==> src/rtl/sia_pkg.sv <==
// Shared definitions for the SIA receive controller: register map,
// CTRL field positions, CTRL reset value and the BITS saturation helper.
package sia_pkg;

  // Wishbone register addresses
  localparam logic [2:0] ADR_CTRL   = 3'd0;
  localparam logic [2:0] ADR_BAUDL  = 3'd1;
  localparam logic [2:0] ADR_BAUDH  = 3'd2;
  localparam logic [2:0] ADR_DATA   = 3'd3;
  localparam logic [2:0] ADR_STATUS = 3'd4;

  // CTRL field positions
  localparam int CTRL_BITS_LSB = 0;
  localparam int CTRL_BITS_MSB = 4;
  localparam int CTRL_EEDD_BIT = 5;
  localparam int CTRL_EEDC_BIT = 6;
  localparam int CTRL_EN_BIT   = 7;
  localparam int CTRL_IE_BIT   = 8;

  // CTRL reset: BITS=10, EEDD=1, EEDC=0, EN=0, IE=0
  localparam logic [15:0] CTRL_RST = 16'h002A;

  // STATUS field positions
  localparam int STATUS_NE_BIT   = 0;
  localparam int STATUS_FULL_BIT = 1;
  localparam int STATUS_OVR_BIT  = 2;
  localparam int STATUS_BUSY_BIT = 3;

  // Largest frame length the shift register can hold
  localparam logic [4:0] BITS_MAX = 5'd16;

  function automatic logic [4:0] sat_bits(input logic [4:0] b);
    return (b > BITS_MAX) ? BITS_MAX : b;
  endfunction

endpackage

==> src/rtl/sia_fifo.sv <==
// Synchronous receive FIFO.
// Ports: clk_i, reset_ni (async active-low); push_i/wdata_i write side;
// pop_i/rdata_o read side (rdata_o shows the head, valid when !empty_o);
// full_o, empty_o, count_o occupancy. A push while full is accepted only
// when a pop happens in the same cycle.
module sia_fifo #(
  parameter int DEPTH = 8,
  parameter int WIDTH = 16
) (
  input  logic                     clk_i,
  input  logic                     reset_ni,
  input  logic                     push_i,
  input  logic [WIDTH-1:0]         wdata_i,
  input  logic                     pop_i,
  output logic [WIDTH-1:0]         rdata_o,
  output logic                     full_o,
  output logic                     empty_o,
  output logic [$clog2(DEPTH):0]   count_o
);

  localparam int AW = $clog2(DEPTH);

  logic [WIDTH-1:0] mem_q [DEPTH];
  logic [AW-1:0]    wr_ptr_q, wr_ptr_d;
  logic [AW-1:0]    rd_ptr_q, rd_ptr_d;
  logic [AW:0]      count_q,  count_d;
  logic             do_push, do_pop;

  assign full_o  = (count_q == (AW+1)'(DEPTH));
  assign empty_o = (count_q == '0);
  assign count_o = count_q;
  assign rdata_o = mem_q[rd_ptr_q];

  // NOTE: every variable assigned in always_comb gets a default first, so no
  // path leaves it unassigned and no latch is inferred.
  always_comb begin
    do_push  = push_i & (~full_o | pop_i);
    do_pop   = pop_i & ~empty_o;
    wr_ptr_d = wr_ptr_q;
    rd_ptr_d = rd_ptr_q;
    count_d  = count_q;
    if (do_push) wr_ptr_d = wr_ptr_q + AW'(1);
    if (do_pop)  rd_ptr_d = rd_ptr_q + AW'(1);
    case ({do_push, do_pop})
      2'b10:   count_d = count_q + (AW+1)'(1);
      2'b01:   count_d = count_q - (AW+1)'(1);
      default: count_d = count_q;
    endcase
  end

  // NOTE: sequential state uses non-blocking assignments so every register
  // samples pre-edge values regardless of statement order.
  always_ff @(posedge clk_i or negedge reset_ni) begin
    if (!reset_ni) begin
      wr_ptr_q <= '0;
      rd_ptr_q <= '0;
      count_q  <= '0;
    end else begin
      wr_ptr_q <= wr_ptr_d;
      rd_ptr_q <= rd_ptr_d;
      count_q  <= count_d;
    end
  end

  // NOTE: storage is deliberately not reset; the pointers and count define
  // which entries are valid, and leaving the array out of reset lets it map
  // onto plain RAM.
  always_ff @(posedge clk_i) begin
    if (do_push) mem_q[wr_ptr_q] <= wdata_i;
  end

endmodule

==> src/rtl/sia_rx_ctrl.sv <==
// SIA receive controller: Wishbone B4 pipelined register slave that
// configures a serial receiver, captures each finished frame from the
// receiver's raw shift register into a FIFO and raises a level interrupt.
// Ports:
//   clk_i, reset_ni            clock, async active-low reset
//   cyc_i, stb_i, we_i, adr_i, dat_i, ack_o, dat_o, stall_o   Wishbone slave
//   rx_bits_o, rx_baud_o, rx_eedd_o, rx_eedc_o, rx_reset_o   receiver config
//   rx_dat_i, rx_idle_i        receiver shift register and idle flag
//   irq_o                      level interrupt (IE & FIFO not empty)
module sia_rx_ctrl
  import sia_pkg::*;
#(
  parameter int FIFO_DEPTH = 8,
  parameter int SRW_BITS   = 16
) (
  input  logic                clk_i,
  input  logic                reset_ni,
  input  logic                cyc_i,
  input  logic                stb_i,
  input  logic                we_i,
  input  logic [2:0]          adr_i,
  input  logic [15:0]         dat_i,
  output logic                ack_o,
  output logic [15:0]         dat_o,
  output logic                stall_o,
  output logic [4:0]          rx_bits_o,
  output logic [31:0]         rx_baud_o,
  output logic                rx_eedd_o,
  output logic                rx_eedc_o,
  output logic                rx_reset_o,
  input  logic [SRW_BITS-1:0] rx_dat_i,
  input  logic                rx_idle_i,
  output logic                irq_o
);

  localparam int CW = $clog2(FIFO_DEPTH) + 1;

  logic        ack_q, ack_d;
  logic [15:0] dat_q, dat_d;
  logic [4:0]  bits_q, bits_d;
  logic        eedd_q, eedd_d;
  logic        eedc_q, eedc_d;
  logic        en_q, en_d;
  logic        ie_q, ie_d;
  logic [31:0] baud_q, baud_d;
  logic        ovr_q, ovr_d;
  logic        idle_q;
  logic        irq_q, irq_d;

  logic          acc, wr, rd;
  logic          capture, push, pop, ovf, ovr_clr;
  logic [15:0]   frame;
  logic [15:0]   fifo_head;
  logic          fifo_full, fifo_empty;
  logic [CW-1:0] fifo_count;
  logic [15:0]   ctrl_rd, status_rd;

  // Right-align an N-bit frame (start bit in bit 0, stop bit in bit N-1)
  // and reduce it to {FE, data}. Frames shorter than 3 bits have no room
  // for data and are always flagged as framing errors.
  function automatic logic [15:0] decode_frame(input logic [SRW_BITS-1:0] raw,
                                               input logic [4:0]          n);
    logic [SRW_BITS-1:0] aligned;
    logic [SRW_BITS-1:0] mask;
    logic [SRW_BITS-1:0] field;
    logic                start_b;
    logic                stop_b;
    aligned = raw >> (SRW_BITS - int'(n));
    mask    = (SRW_BITS'(1) << (n - 5'd2)) - SRW_BITS'(1);
    start_b = aligned[0];
    stop_b  = |(aligned & (SRW_BITS'(1) << (n - 5'd1)));
    field   = (aligned >> 1) & mask;
    if (n < 5'd3) return 16'h8000;
    return {start_b | ~stop_b, field[14:0]};
  endfunction

  sia_fifo #(
    .DEPTH (FIFO_DEPTH),
    .WIDTH (16)
  ) u_fifo (
    .clk_i    (clk_i),
    .reset_ni (reset_ni),
    .push_i   (push),
    .wdata_i  (frame),
    .pop_i    (pop),
    .rdata_o  (fifo_head),
    .full_o   (fifo_full),
    .empty_o  (fifo_empty),
    .count_o  (fifo_count)
  );

  assign stall_o    = 1'b0;
  assign ack_o      = ack_q;
  assign dat_o      = dat_q;
  assign irq_o      = irq_q;
  assign rx_bits_o  = bits_q;
  assign rx_baud_o  = baud_q;
  assign rx_eedd_o  = eedd_q;
  assign rx_eedc_o  = eedc_q;
  assign rx_reset_o = ~en_q;

  always_comb begin
    acc = cyc_i & stb_i;
    wr  = acc & we_i;
    rd  = acc & ~we_i;

    // A frame completes on the rising edge of rx_idle_i, seen against the
    // previous-cycle copy; a receiver held in reset never delivers frames.
    capture = rx_idle_i & ~idle_q & ~rx_reset_o;
    frame   = decode_frame(rx_dat_i, bits_q);
    pop     = rd & (adr_i == ADR_DATA) & ~fifo_empty;
    // A simultaneous pop frees the slot, so a full FIFO still takes the frame.
    push    = capture & (~fifo_full | pop);
    ovf     = capture & fifo_full & ~pop;
    ovr_clr = wr & (adr_i == ADR_STATUS) & dat_i[STATUS_OVR_BIT];
    // A new overflow wins over a clear in the same cycle.
    ovr_d   = (ovr_q & ~ovr_clr) | ovf;

    ctrl_rd = '0;
    ctrl_rd[CTRL_BITS_MSB:CTRL_BITS_LSB] = bits_q;
    ctrl_rd[CTRL_EEDD_BIT] = eedd_q;
    ctrl_rd[CTRL_EEDC_BIT] = eedc_q;
    ctrl_rd[CTRL_EN_BIT]   = en_q;
    ctrl_rd[CTRL_IE_BIT]   = ie_q;

    status_rd = '0;
    status_rd[STATUS_NE_BIT]   = ~fifo_empty;
    status_rd[STATUS_FULL_BIT] = fifo_full;
    status_rd[STATUS_OVR_BIT]  = ovr_q;
    status_rd[STATUS_BUSY_BIT] = ~rx_idle_i;

    ack_d = acc;
    dat_d = '0;
    if (rd) begin
      case (adr_i)
        ADR_CTRL:   dat_d = ctrl_rd;
        ADR_BAUDL:  dat_d = baud_q[15:0];
        ADR_BAUDH:  dat_d = baud_q[31:16];
        ADR_DATA:   dat_d = fifo_empty ? 16'h0000 : fifo_head;
        ADR_STATUS: dat_d = status_rd;
        default:    dat_d = '0;
      endcase
    end

    bits_d = bits_q;
    eedd_d = eedd_q;
    eedc_d = eedc_q;
    en_d   = en_q;
    ie_d   = ie_q;
    baud_d = baud_q;
    if (wr) begin
      case (adr_i)
        ADR_CTRL: begin
          bits_d = sat_bits(dat_i[CTRL_BITS_MSB:CTRL_BITS_LSB]);
          eedd_d = dat_i[CTRL_EEDD_BIT];
          eedc_d = dat_i[CTRL_EEDC_BIT];
          en_d   = dat_i[CTRL_EN_BIT];
          ie_d   = dat_i[CTRL_IE_BIT];
        end
        ADR_BAUDL: baud_d[15:0]  = dat_i;
        ADR_BAUDH: baud_d[31:16] = dat_i;
        default:   ;
      endcase
    end

    irq_d = ie_q & (fifo_count != '0);
  end

  always_ff @(posedge clk_i or negedge reset_ni) begin
    if (!reset_ni) begin
      ack_q  <= 1'b0;
      dat_q  <= '0;
      bits_q <= CTRL_RST[CTRL_BITS_MSB:CTRL_BITS_LSB];
      eedd_q <= CTRL_RST[CTRL_EEDD_BIT];
      eedc_q <= CTRL_RST[CTRL_EEDC_BIT];
      en_q   <= CTRL_RST[CTRL_EN_BIT];
      ie_q   <= CTRL_RST[CTRL_IE_BIT];
      baud_q <= '0;
      ovr_q  <= 1'b0;
      idle_q <= 1'b1;
      irq_q  <= 1'b0;
    end else begin
      ack_q  <= ack_d;
      dat_q  <= dat_d;
      bits_q <= bits_d;
      eedd_q <= eedd_d;
      eedc_q <= eedc_d;
      en_q   <= en_d;
      ie_q   <= ie_d;
      baud_q <= baud_d;
      ovr_q  <= ovr_d;
      idle_q <= rx_idle_i;
      irq_q  <= irq_d;
    end
  end

endmodule

==> config.mk <==
export PLATFORM = sky130hd
export DESIGN_NAME = sia_rx_ctrl
export DESIGN_NICKNAME = d
export VERILOG_FILES = /design/src/rtl/sia_pkg.sv /design/src/rtl/sia_fifo.sv /design/src/rtl/sia_rx_ctrl.sv
export SDC_FILE = /design/constraint.sdc
export NUM_CORES = 1
export LEC_CHECK = 0
export CORE_ASPECT_RATIO = 0.7
export CORE_MARGIN = 1.5
export CORE_UTILIZATION = 60
export CTS_BUF_LIST = sky130_fd_sc_hd__clkbuf_4
export CTS_CLUSTER_SIZE = 14
export DETAILED_ROUTE_END_ITERATION = 12
export GPL_TIMING_DRIVEN = 1
export PLACE_DENSITY = 0.89
export SYNTH_ARGS = -nofsm -noshare
export SYNTH_HDL_FRONTEND = slang
export SYNTH_SLANG_ARGS = --single-unit
==> constraint.sdc <==
create_clock -name clk_i -period 6.2 [get_ports clk_i]
set_input_delay 0.93 -clock clk_i [delete_from_list [all_inputs] [get_ports clk_i]]
set_output_delay 0.93 -clock clk_i [all_outputs]
set_load 0.02 [all_outputs]
# Word level (Yosys, flattened, before mapping)
# Memories as Yosys holds them, arrays and structs flattened.
# Cells that the tools add are included.
# word_totals
elab_cells	84
reg_bits	71
mem_bits_rw	128
n_memories	1
# mem_list
name	words	width	read_ports	rd_clocked_by_memory_dff	write_ports	line	text
u_fifo.mem_q	8	16	1	0	1	sia_fifo.sv:23	logic [WIDTH-1:0] mem_q [DEPTH];
# op_classes
bitwise	30
magnitude_cmp	2
n_eq_ne	7
n_reduce_logical	8
shift	3
addsub	8
mux	10
# ops
operator	count
one-hot mux 16 bit (5 select lines)	1
two-way mux 16 bit	4
>> shifter 16 x 32 -> 16 bit	1
AND 1 bit	16
AND 16 bit	1
OR reduction 16 bit	1
left shift 1 x 5 -> 16 bit, first input constant	1
AND 15 bit	1
left shift 1 x 5 -> 15 bit, first input constant	1
subtractor 15 x 2 -> 15 bit, second input constant	1
NOT 1 bit	9
one-hot mux 4 bit (2 select lines)	1
adder 3 x 1 -> 3 bit, second input constant	2
equality test 3 x 2 -> 1 bit, second input constant	2
AND reduction 2 bit	3
subtractor 5 x 5 -> 6 bit, first input constant	1
greater-than comparator 5 bit, second input constant	1
less-than comparator 5 x 2 -> 1 bit, second input constant	1
two-way mux 5 bit	1
subtractor 5 x 1 -> 5 bit, second input constant	1
subtractor 5 x 2 -> 5 bit, second input constant	1
adder 4 x 1 -> 4 bit, second input constant	1
equality test 4 bit, second input constant	1
logical NOT 4 bit	1
10 further kinds	14

# Depth between registers and ports, before layout
# Gate-level depths: netlist of the first run.
# logic_depth
depth_word	9
mapped_depth	13

# Modules after synthesis
# A second synthesis of the first run with hierarchy kept.
# hier_totals
hier_cells	794
area_unflattened_um2	10028.4
# by_module_without_submodules
mod	cells_each	n_inst	area_each_um2
sia_fifo	253	1	5464.0
sia_rx_ctrl	541	1	4564.4

# Least setup slack after synthesis of the first run
# No wires, ideal clock.
# synth_path
kind	input -> register
startpoint	input port adr_i[2]
endpoint	memory u_fifo.mem_q[0][0] (enable)
setup_time_ns	0.430
t_arrival_ns	3.584
path_slack_ns	2.186
stages	7
required_ns	5.770
cell_sequence	clkbuf_1 nor2b_1 nand3_2 nor3_4 or2_2 nand2_2 nor4_1
# synth_between
elab_chain_cells	8
# synth_rtl
item	line	text
start: declaration	sia_rx_ctrl.sv:21	input logic [2:0] adr_i,
equality test 3 x 2 -> 1 bit *	sia_rx_ctrl.sv:111	pop = rd & (adr_i == ADR_DATA) & ~fifo_empty;
AND 1 bit * (2 in a row)	sia_rx_ctrl.sv:111	
OR 1 bit *	sia_fifo.sv:37, sia_rx_ctrl.sv:113	
AND 1 bit	sia_rx_ctrl.sv:113	push = capture & (~fifo_full | pop);
AND 1 bit *	sia_fifo.sv:37	do_push = push_i & (~full_o | pop_i);
two-way mux 1 bit *	sia_fifo.sv:69	if (do_push) mem_q[wr_ptr_q] <= wdata_i;
two-way mux 1 bit (implied by the code) *	sia_fifo.sv:69	
end: declaration	sia_fifo.sv:23	
# Mark *: on every way between the ends. The rest lies on a longest branch, timed or not.

# Worst setup path in the final report of the first run
# layout_path
startpoint	register bits_q[0] (netlist: rx_bits_o[0])
endpoint	memory u_fifo.mem_q[7][15] (data pin)
# layout_between
elab_chain_cells	7
# layout_rtl
item	line	text
start: declaration	sia_rx_ctrl.sv:40	logic [4:0] bits_q, bits_d;
start signal: assignment	sia_rx_ctrl.sv:173	bits_q <= CTRL_RST[CTRL_BITS_MSB:CTRL_BITS_LSB];
start signal: assignment	sia_rx_ctrl.sv:185	bits_q <= bits_d;
subtractor 5 x 5 -> 6 bit or subtractor 5 x 1 -> 5 bit (tied branches)	sia_rx_ctrl.sv:68, sia_rx_ctrl.sv:71	
>> shifter 16 x 32 -> 16 bit or left shift 1 x 5 -> 16 bit (tied branches)	sia_rx_ctrl.sv:68, sia_rx_ctrl.sv:71	
AND 16 bit	sia_rx_ctrl.sv:71	stop_b = |(aligned & (SRW_BITS'(1) << (n - 5'd1)));
OR reduction 16 bit	sia_rx_ctrl.sv:71	
NOT 1 bit	sia_rx_ctrl.sv:74	return {start_b | ~stop_b, field[14:0]};
OR 1 bit	sia_rx_ctrl.sv:74	
two-way mux 16 bit *	sia_rx_ctrl.sv:74	
named net frame[15]	sia_rx_ctrl.sv:52	logic [15:0] frame;
# Mark *: on every way through the listed nets, which the timed path passes. The rest lies on a longest branch.

==> PnR_summary.wiki, run 1 <==
{| class="wikitable"
! Metric !! Value
|-
| Post-cts gate resize count || 0
|-
| DR iter-0 viols || 767
|-
| Largest net degree at the start of global routing || 72
|-
| Count of synthesis-stage warnings from yosys || 0
|-
| Dominant cell type by area after synthesis || sky130_fd_sc_hd__edfxtp_1
|-
| Layout-stage area growth over the synthesis result || 14.9%
|-
| CTS H-tree depth || 4
|-
| Fill cells || 1121
|-
| Worst min-delay path class || in -> async
|-
| Port bufs || 98
|-
| Peak ir drop on the vdd network || 0.217 mV
|-
| Avg Synthesized Cell Area || 13.5 sq um
|-
| Worst setup EP type || flip-flop
|-
| Proportion of synthesized chip area in sequential cells || 0.557
|-
| Maximum clock insertion buffer count || 2
|-
| Final design utilization || 0.708
|-
| Critical setup path kind || reg -> reg
|-
| Congestion Overflow GR || 0
|-
| Post-CTS Hold Buffers || 0
|-
| Layout Cell Area excl Fill || 0.0116 sq mm
|-
| Core ar. || 0.0164 sq mm
|-
| Chip width || 158 um
|-
| Total CTS buffers || 17
|-
| Count of final max-slew check failures || 0
|-
| Post-Synthesis Cells || 750
|-
| Largest stage delay on the critical path || 1.04 ns
|-
| Count of distinct cell types in the synthesized netlist || 88
|-
| Vias in the first global route || 6804
|-
| Synth area leaders || sky130_fd_sc_hd__edfxtp_1 (38%), sky130_fd_sc_hd__dfrtp_1 (17%), sky130_fd_sc_hd__mux4_2 (8.2%)
|-
| Total power per unit cell area || 363 mW/mm^2
|-
| Final RePlAce weighted congestion || 0.993
|-
| Setup Viol. Count Final || 0
|-
| Detailed placement HPWL || 17900 um
|-
| Reported leakage power || 0.00414 uW
|-
| Cell area after technology mapping || 0.0101 sq mm
|-
| Crit Reg-Reg Startpoint || rx_bits_o[0]
|-
| Most common library cell in the layout ignoring fill and taps || sky130_fd_sc_hd__edfxtp_1
|-
| Die height || 112 um
|-
| CP max FO || 27
|-
| Number of detailed-route iterations in the first pass || 5
|-
| Cell count after placement || 1039
|-
| Number of non-filler instances in the completed layout || 1073
|-
| Worst Reg2Reg Path Length in Cells || 10
|-
| End of the worst register-to-register path || u_fifo.mem_q[7][15]
|-
| Dpl cell area || 0.0113 sq mm
|-
| Critical Path Slowest Stage Cell || sky130_fd_sc_hd__ha_1
|-
| Most used cells in the layout excluding fill and tap cells || sky130_fd_sc_hd__edfxtp_1 (128), sky130_fd_sc_hd__clkdlybuf4s50_1 (97), sky130_fd_sc_hd__dfrtp_1 (66), sky130_fd_sc_hd__nor2_1 (63), sky130_fd_sc_hd__mux2i_1 (46)
|-
| Reg2Reg Setup Slack || 1.41 ns
|-
| Total detailed-routing wirelength || 24800 um
|-
| Power share of the combinational group || 0.405
|-
| Starting density of the core || 0.616
|-
| Clk slew on worst S/H paths || 0.16 ns
|-
| Wire length per cell || 23.1 um
|-
| Clock net sink count || 199
|-
| DR vias || 6881
|-
| Syn_nets || 806
|-
| Primary flip-flop cell chosen by synthesis mapping || sky130_fd_sc_hd__edfxtp_1
|-
| Unrepaired setup endpoints after global routing || no
|-
| Number of synthesized flops with an enable pin || 128
|-
| Count of unresolved DRC violations after routing || 0
|-
| Area enclosed by the die boundary || 0.0176 sq mm
|-
| Global Route Usage Sum || 0.294
|-
| Setup fix buffers added after clock tree synthesis || 0
|-
| Clock insertion delay at the later pin of the skew report || 0.57 ns
|-
| Required arrival time at the worst endpoint || 6.46 ns
|-
| Count of endpoints failing hold in the final timing report || 0
|-
| Net count of the finished layout || 889
|-
| Number of cell rows || 39
|-
| Launch point of the worst path || rx_bits_o[0]
|-
| Final total power || 4210 uW
|-
| CTS tree || built
|-
| Async set-reset flop share out of synthesis || 0.357
|-
| Levels on crit path || 10
|-
| Last element of the critical path || u_fifo.mem_q[7][15]
|-
| Total net switching power || 1560 uW
|-
| Proportion of layout cells with a drive suffix above 1 || 0.201
|-
| Outcome || finished clean
|-
| Buffers and inverters on the worst path || 2
|-
| Setup TNS after final layout || 0 ns
|-
| Rel. slew slack || 0.0891
|-
| Cell internal pwr || 2650 uW
|-
| Startpoint type of the worst setup path || flip-flop
|-
| Number of I/O pins || 100
|-
| Number of flip-flops and latches in the synthesized netlist || 199
|-
| Proportion of power drawn by flip-flops and latches || 0.412
|-
| Ordered list of cells on the worst path || buf_4, inv_1, ha_1, mux2i_1, nor3_1, nor4_1, a211oi_1, o41ai_1, o21ai_1, o31ai_1
|-
| Wire length of the first global-routing pass || 38300 um
|-
| Root Buffer || sky130_fd_sc_hd__clkbuf_4
|-
| # Max-Cap Violations || 0
|-
| Clock Skews || 0.0194 ns
|-
| Clock power share || 0.183
|-
| Worst-Margin Slew || 1.36 ns
|-
| Crit path DAT || 5.05 ns
|-
| Switching fraction of total power || 0.370
|-
| Max Clock Freq || 209 MHz
|-
| Clock period minus final worst setup slack || 4.79 ns
|-
| Area share of the largest cell type after synthesis || 0.380
|-
| Antenna Violating Nets Remaining || 0
|-
| Final cycle utilization of the critical path || 0.773
|-
| Family with the most delay on the worst path || compound AO/OA/AOI/OAI gates
|-
| Detailed-route vias per instance || 6.41
|-
| Antenna violations before repair || 1
|}
[per-stage QoR]
stage               hold slack, ns  setup slack (ns)
finish                       0.517              1.41
floorplan                    0.456              2.19
global route                 0.530             0.913
CTS                          0.519              1.51
global placement             0.474              1.69
detailed placement           0.499              1.58
[worst min path at each step]
stage	to	from	cells after the start
detailed placement	ovr_q	ovr_q	2
finish	dat_o[3]	reset_ni	2
floorplan	u_fifo.count_o[3]	u_fifo.count_o[3]	1
global placement	u_fifo.count_o[3]	u_fifo.count_o[3]	1
CTS	dat_o[3]	reset_ni	2
global route	u_fifo.count_o[3]	u_fifo.count_o[3]	1
[layer usage]
metal  track usage  vias to the layer above  share of wire
met5             0                        -              0
met4        0.0766                        0          0.017
met1         0.443                     3457           0.44
met2         0.426                      357           0.44
met3        0.0821                       36           0.10
li1              -                     3031              -
[worst reg2reg max path, cell delays in order, from the launching register on]
cell and delay, ns:
sky130_fd_sc_hd__dfrtp_1 0.35, sky130_fd_sc_hd__buf_4 0.34, sky130_fd_sc_hd__inv_1 0.27, sky130_fd_sc_hd__ha_1 1.04, sky130_fd_sc_hd__mux2i_1 0.32, sky130_fd_sc_hd__nor3_1 0.09, sky130_fd_sc_hd__nor4_1 0.40, sky130_fd_sc_hd__a211oi_1 0.12
sky130_fd_sc_hd__o41ai_1 0.63, sky130_fd_sc_hd__o21ai_1 0.17, sky130_fd_sc_hd__o31ai_1 0.74
[cells in the mapped netlist, drive strengths merged (23+ instances only)]
library cell	n
a21oi	23
nor2	64
inv	23
mux2i	46
o21ai	28
mux4	37
edfxtp	128
nor3	24
nand2	37
dfrtp	67
buf	30
mux2	40
[logic make-up after synthesis]
logic type	Yosys count	share of synthesized area
muxes	123	0.173
and+or+nand+nor	186	0.0941
adders and majority gates	15	0.0193
xor gates and xnor gates	16	0.0139
DFF	199	0.557
AOI/OAI and AO/OA	139	0.108
buffers and inverters	71	0.0349
other	1	0.000371
[power groups by stage]
stage          registers [uW]  clock network (uW)  logic (uW)
4_1_cts                  1730                 784        1680
6_report                 1740                 771        1710
2_1_floorplan            1790                   0        1140
3_5_place_dp             1760                   0        1680
3_3_place_gp             1750                   0        1630
5_1_grt                  1750                 842        1830
[layout make-up]
cell class | count | area [sq um] | area share
antenna | 2 | 5.00 | 0.000431
clock buffer | 19 | 143 | 0.0123
tap | 225 | 282 | 0.0243
clock inverter | 13 | 193 | 0.0166
timing repair buffer | 112 | 1080 | 0.0931
multi-input combinational | 480 | 4190 | 0.361
sequential | 199 | 5630 | 0.485
inverter | 23 | 86.3 | 0.00744
[state kept, by name, summed over array words and instances (netlist names)]
register	cells
rx_baud_o	32
u_fifo.count_o	4
ie_q	1
dat_o	16
irq_o	1
rx_bits_o	5
u_fifo.wr_ptr_q	3
u_fifo.mem_q	128
ack_o	1
rx_eedd_o	1
u_fifo.rd_ptr_q	3
en_q	1
rx_eedc_o	1
idle_q	1
ovr_q	1
Power figures use the tool's default switching activity.
==> inputs of run 2 (changes only) <==
--- a/config.mk
+++ b/config.mk
@@ -7,12 +7,12 @@
 export LEC_CHECK = 0
 export CORE_ASPECT_RATIO = 0.7
 export CORE_MARGIN = 1.5
-export CORE_UTILIZATION = 60
+export CORE_UTILIZATION = 59
 export CTS_BUF_LIST = sky130_fd_sc_hd__clkbuf_4
 export CTS_CLUSTER_SIZE = 14
 export DETAILED_ROUTE_END_ITERATION = 12
 export GPL_TIMING_DRIVEN = 1
-export PLACE_DENSITY = 0.89
+export PLACE_DENSITY = 0.88
 export SYNTH_ARGS = -nofsm -noshare
 export SYNTH_HDL_FRONTEND = slang
 export SYNTH_SLANG_ARGS = --single-unit
==> constraint.sdc (replaced) <==
create_clock -name clk_i -period 5.02 [get_ports clk_i]
set_input_delay 0.753 -clock clk_i [delete_from_list [all_inputs] [get_ports clk_i]]
set_output_delay 0.753 -clock clk_i [all_outputs]
set_load 0.02 [all_outputs]
==> PnR_summary.wiki, run 2 (synthesis gave the netlist of run 1 again) <==
{| class="wikitable"
! Metric !! Value
|-
| Setup fix buffers added after clock tree synthesis || 0 (unchanged)
|-
| Rel. slew slack || 0.233 (+0.144)
|-
| Detailed placement HPWL || 17700 um (-1.1%)
|-
| Unrepaired setup endpoints after global routing || no
|-
| Worst setup EP type || flip-flop
|-
| Total power per unit cell area || 442 mW/mm^2 (+22%)
|-
| Wire length of the first global-routing pass || 38800 um (+1.5%)
|-
| Chip width || 159 um (+0.83%)
|-
| Area enclosed by the die boundary || 0.0179 sq mm (+1.7%)
|-
| Post-CTS Hold Buffers || 0 (unchanged)
|-
| Count of final max-slew check failures || 0 (unchanged)
|-
| Final design utilization || 0.700 (-0.00778)
|-
| Port bufs || 98 (unchanged)
|-
| Total CTS buffers || 17 (unchanged)
|-
| Largest net degree at the start of global routing || 72 (unchanged)
|-
| Starting density of the core || 0.611 (-0.00545)
|-
| Global Route Usage Sum || 0.287 (-0.00744)
|-
| # Max-Cap Violations || 0 (unchanged)
|-
| Clock net sink count || 199 (unchanged)
|-
| Vias in the first global route || 6799 (-0.073%)
|-
| Core ar. || 0.0165 sq mm (+0.89%)
|-
| Max Clock Freq || 236 MHz (+13%)
|-
| Count of endpoints failing hold in the final timing report || 0 (unchanged)
|-
| CTS H-tree depth || 4 (unchanged)
|-
| Layout-stage area growth over the synthesis result || 14.6%
|-
| DR iter-0 viols || 788 (+2.7%)
|-
| Number of detailed-route iterations in the first pass || 5 (unchanged)
|-
| Root Buffer || sky130_fd_sc_hd__clkbuf_4
|-
| Number of I/O pins || 100 (unchanged)
|-
| Switching fraction of total power || 0.379 (+0.00863)
|-
| Final RePlAce weighted congestion || 0.958 (-3.6%)
|-
| Congestion Overflow GR || 0 (unchanged)
|-
| Largest stage delay on the critical path || 0.88 ns (-0.16 ns)
|-
| Antenna violations before repair || 0 (-1)
|-
| Proportion of power drawn by flip-flops and latches || 0.435 (+0.023)
|-
| Clock Skews || 0.0311 ns (+0.0117 ns)
|-
| Dpl cell area || 0.0113 sq mm (+0.30%)
|-
| Largest Register || u_fifo.mem_q
|-
| Wire length per cell || 22.9 um (-0.60%)
|-
| Worst hold slack after final layout || 0.349 ns (-0.169 ns)
|-
| Required arrival time at the worst endpoint || 5.27 ns (-1.19 ns)
|-
| DR vias || 6936 (+0.80%)
|-
| Total net switching power || 1940 uW (+24%)
|-
| Ant. Diodes || 0 (-2)
|-
| Reported leakage power || 0.00413 uW (about the same)
|-
| Proportion of layout cells with a drive suffix above 1 || 0.206 (+0.00538)
|-
| Power share of the combinational group || 0.398 (-0.007)
|-
| Most common library cell in the layout ignoring fill and taps || sky130_fd_sc_hd__edfxtp_1
|-
| Antenna Violating Nets Remaining || 0 (unchanged)
|-
| Peak ir drop on the vdd network || 0.234 mV (+8.1%)
|-
| Pre-CTS setup slack || 0.813 ns (-0.765 ns)
|-
| PnR worst setup slack || 0.776 ns (-0.633 ns)
|-
| Ordered list of cells on the worst path || inv_1, ha_1, o41a_4, nor2_1, nand2_1, ha_1, o31ai_4, a221oi_4, nand2_2, o311ai_1, a2111oi_2
|-
| Count of unresolved DRC violations after routing || 0 (unchanged)
|-
| Critical Path Slowest Stage Cell || sky130_fd_sc_hd__a2111oi_2
|-
| Final cycle utilization of the critical path || 0.846 (+0.0728)
|-
| CTS tree || built
|-
| Critical setup path kind || reg -> reg
|-
| Number of flip-flops under the largest register name || 128 (unchanged)
|-
| Clk slew on worst S/H paths || 0.16 ns (about the same)
|-
| Outcome || finished clean
|-
| Maximum clock insertion buffer count || 2 (unchanged)
|-
| Startpoint type of the worst setup path || flip-flop
|-
| Post-cts gate resize count || 0 (unchanged)
|-
| Cell internal pwr || 3180 uW (+20%)
|-
| Most used cells in the layout excluding fill and tap cells || sky130_fd_sc_hd__edfxtp_1 (128), sky130_fd_sc_hd__clkdlybuf4s50_1 (97), sky130_fd_sc_hd__dfrtp_1 (66), sky130_fd_sc_hd__nor2_1 (63), sky130_fd_sc_hd__mux2i_1 (46)
|-
| Crit path DAT || 4.49 ns (-0.56 ns)
|-
| Reg2Reg Setup Slack || 0.78 ns (-0.63 ns)
|-
| CP max FO || 13 (-52%)
|-
| Worst min-delay path class || in -> async
|-
| Cell repeated most along the worst path || sky130_fd_sc_hd__ha_1
|-
| Number of cell rows || 39 (unchanged)
|-
| Clock power share || 0.167 (-0.016)
|-
| Layout Cell Area excl Fill || 0.0116 sq mm (-0.22%)
|-
| Total detailed-routing wirelength || 24700 um (-0.14%)
|-
| Die height || 112 um (+0.82%)
|-
| Clock period minus final worst setup slack || 4.24 ns (-0.547 ns)
|-
| Setup TNS after final layout || 0 ns (unchanged)
|-
| Clock insertion delay at the later pin of the skew report || 0.58 ns (about the same)
|-
| Detailed-route vias per instance || 6.43 (+0.33%)
|-
| Net count of the finished layout || 896 (+0.79%)
|-
| Setup Viol. Count Final || 0 (unchanged)
|-
| Worst-Margin Slew || 1.14 ns (-0.211 ns)
|}
-- run 2: power by group through the flow --
| stage | combinational [uW] | clock [uW] | sequential [uW] |
|---|---|---|---|
| 3_5_place_dp | 1990 | 0 | 2260 |
| 6_report | 2040 | 854 | 2230 |
| 2_1_floorplan | 1400 | 0 | 2210 |
| 3_3_place_gp | 1940 | 0 | 2230 |
| 5_1_grt | 2170 | 935 | 2260 |
| 4_1_cts | 2000 | 866 | 2230 |
-- run 2: critical path: cells and delay by family (launching register included) --
family                     cells  cell delay, ns
AOI/OAI and AO/OA              5            1.77
DFF                            1            0.67
and+or+nand+nor                3            0.57
adders and majority gates      2            0.65
buffers and inverters          1            0.25
-- run 2: path summary, 6_finish.rpt --
path	cells past startpoint	start	end
worst max-delay path	11	rx_bits_o[2]	u_fifo.mem_q[1][14]
worst min-delay path	2	reset_ni	rx_baud_o[5]
worst max register to register	11	rx_bits_o[2]	u_fifo.mem_q[1][14]
worst min register to register	1	u_fifo.count_o[3]	u_fifo.count_o[3]
max in group asynchronous	2	reset_ni	u_fifo.rd_ptr_q[0]
min in group clk_i	1	u_fifo.count_o[3]	u_fifo.count_o[3]
-- run 2: cell type report --
cell class / count / area [sq um]
inverter: 23 / 86.3
tap: 225 / 282
multi-input combinational: 480 / 4170
timing repair buffer: 119 / 1130
clock buffer: 18 / 135
clock inverter: 14 / 146
sequential: 199 / 5630
fill: 1107 / 4960
-- run 2: layer usage --
layer,global-route usage,share of wire,vias up
li1,-,-,3044
met1,0.415,0.44,3480
met2,0.434,0.45,383
met3,0.0831,0.10,29
met4,0.0660,0.013,0
met5,0,0,-
-- run 2: metrics by stage --
step	std cells	power [uW]
after floorplan	750	3610
after global placement	1046	4170
after detailed placement	1046	4250
after CTS	1078	5090
after global routing	1078	5360
final	1078	5120
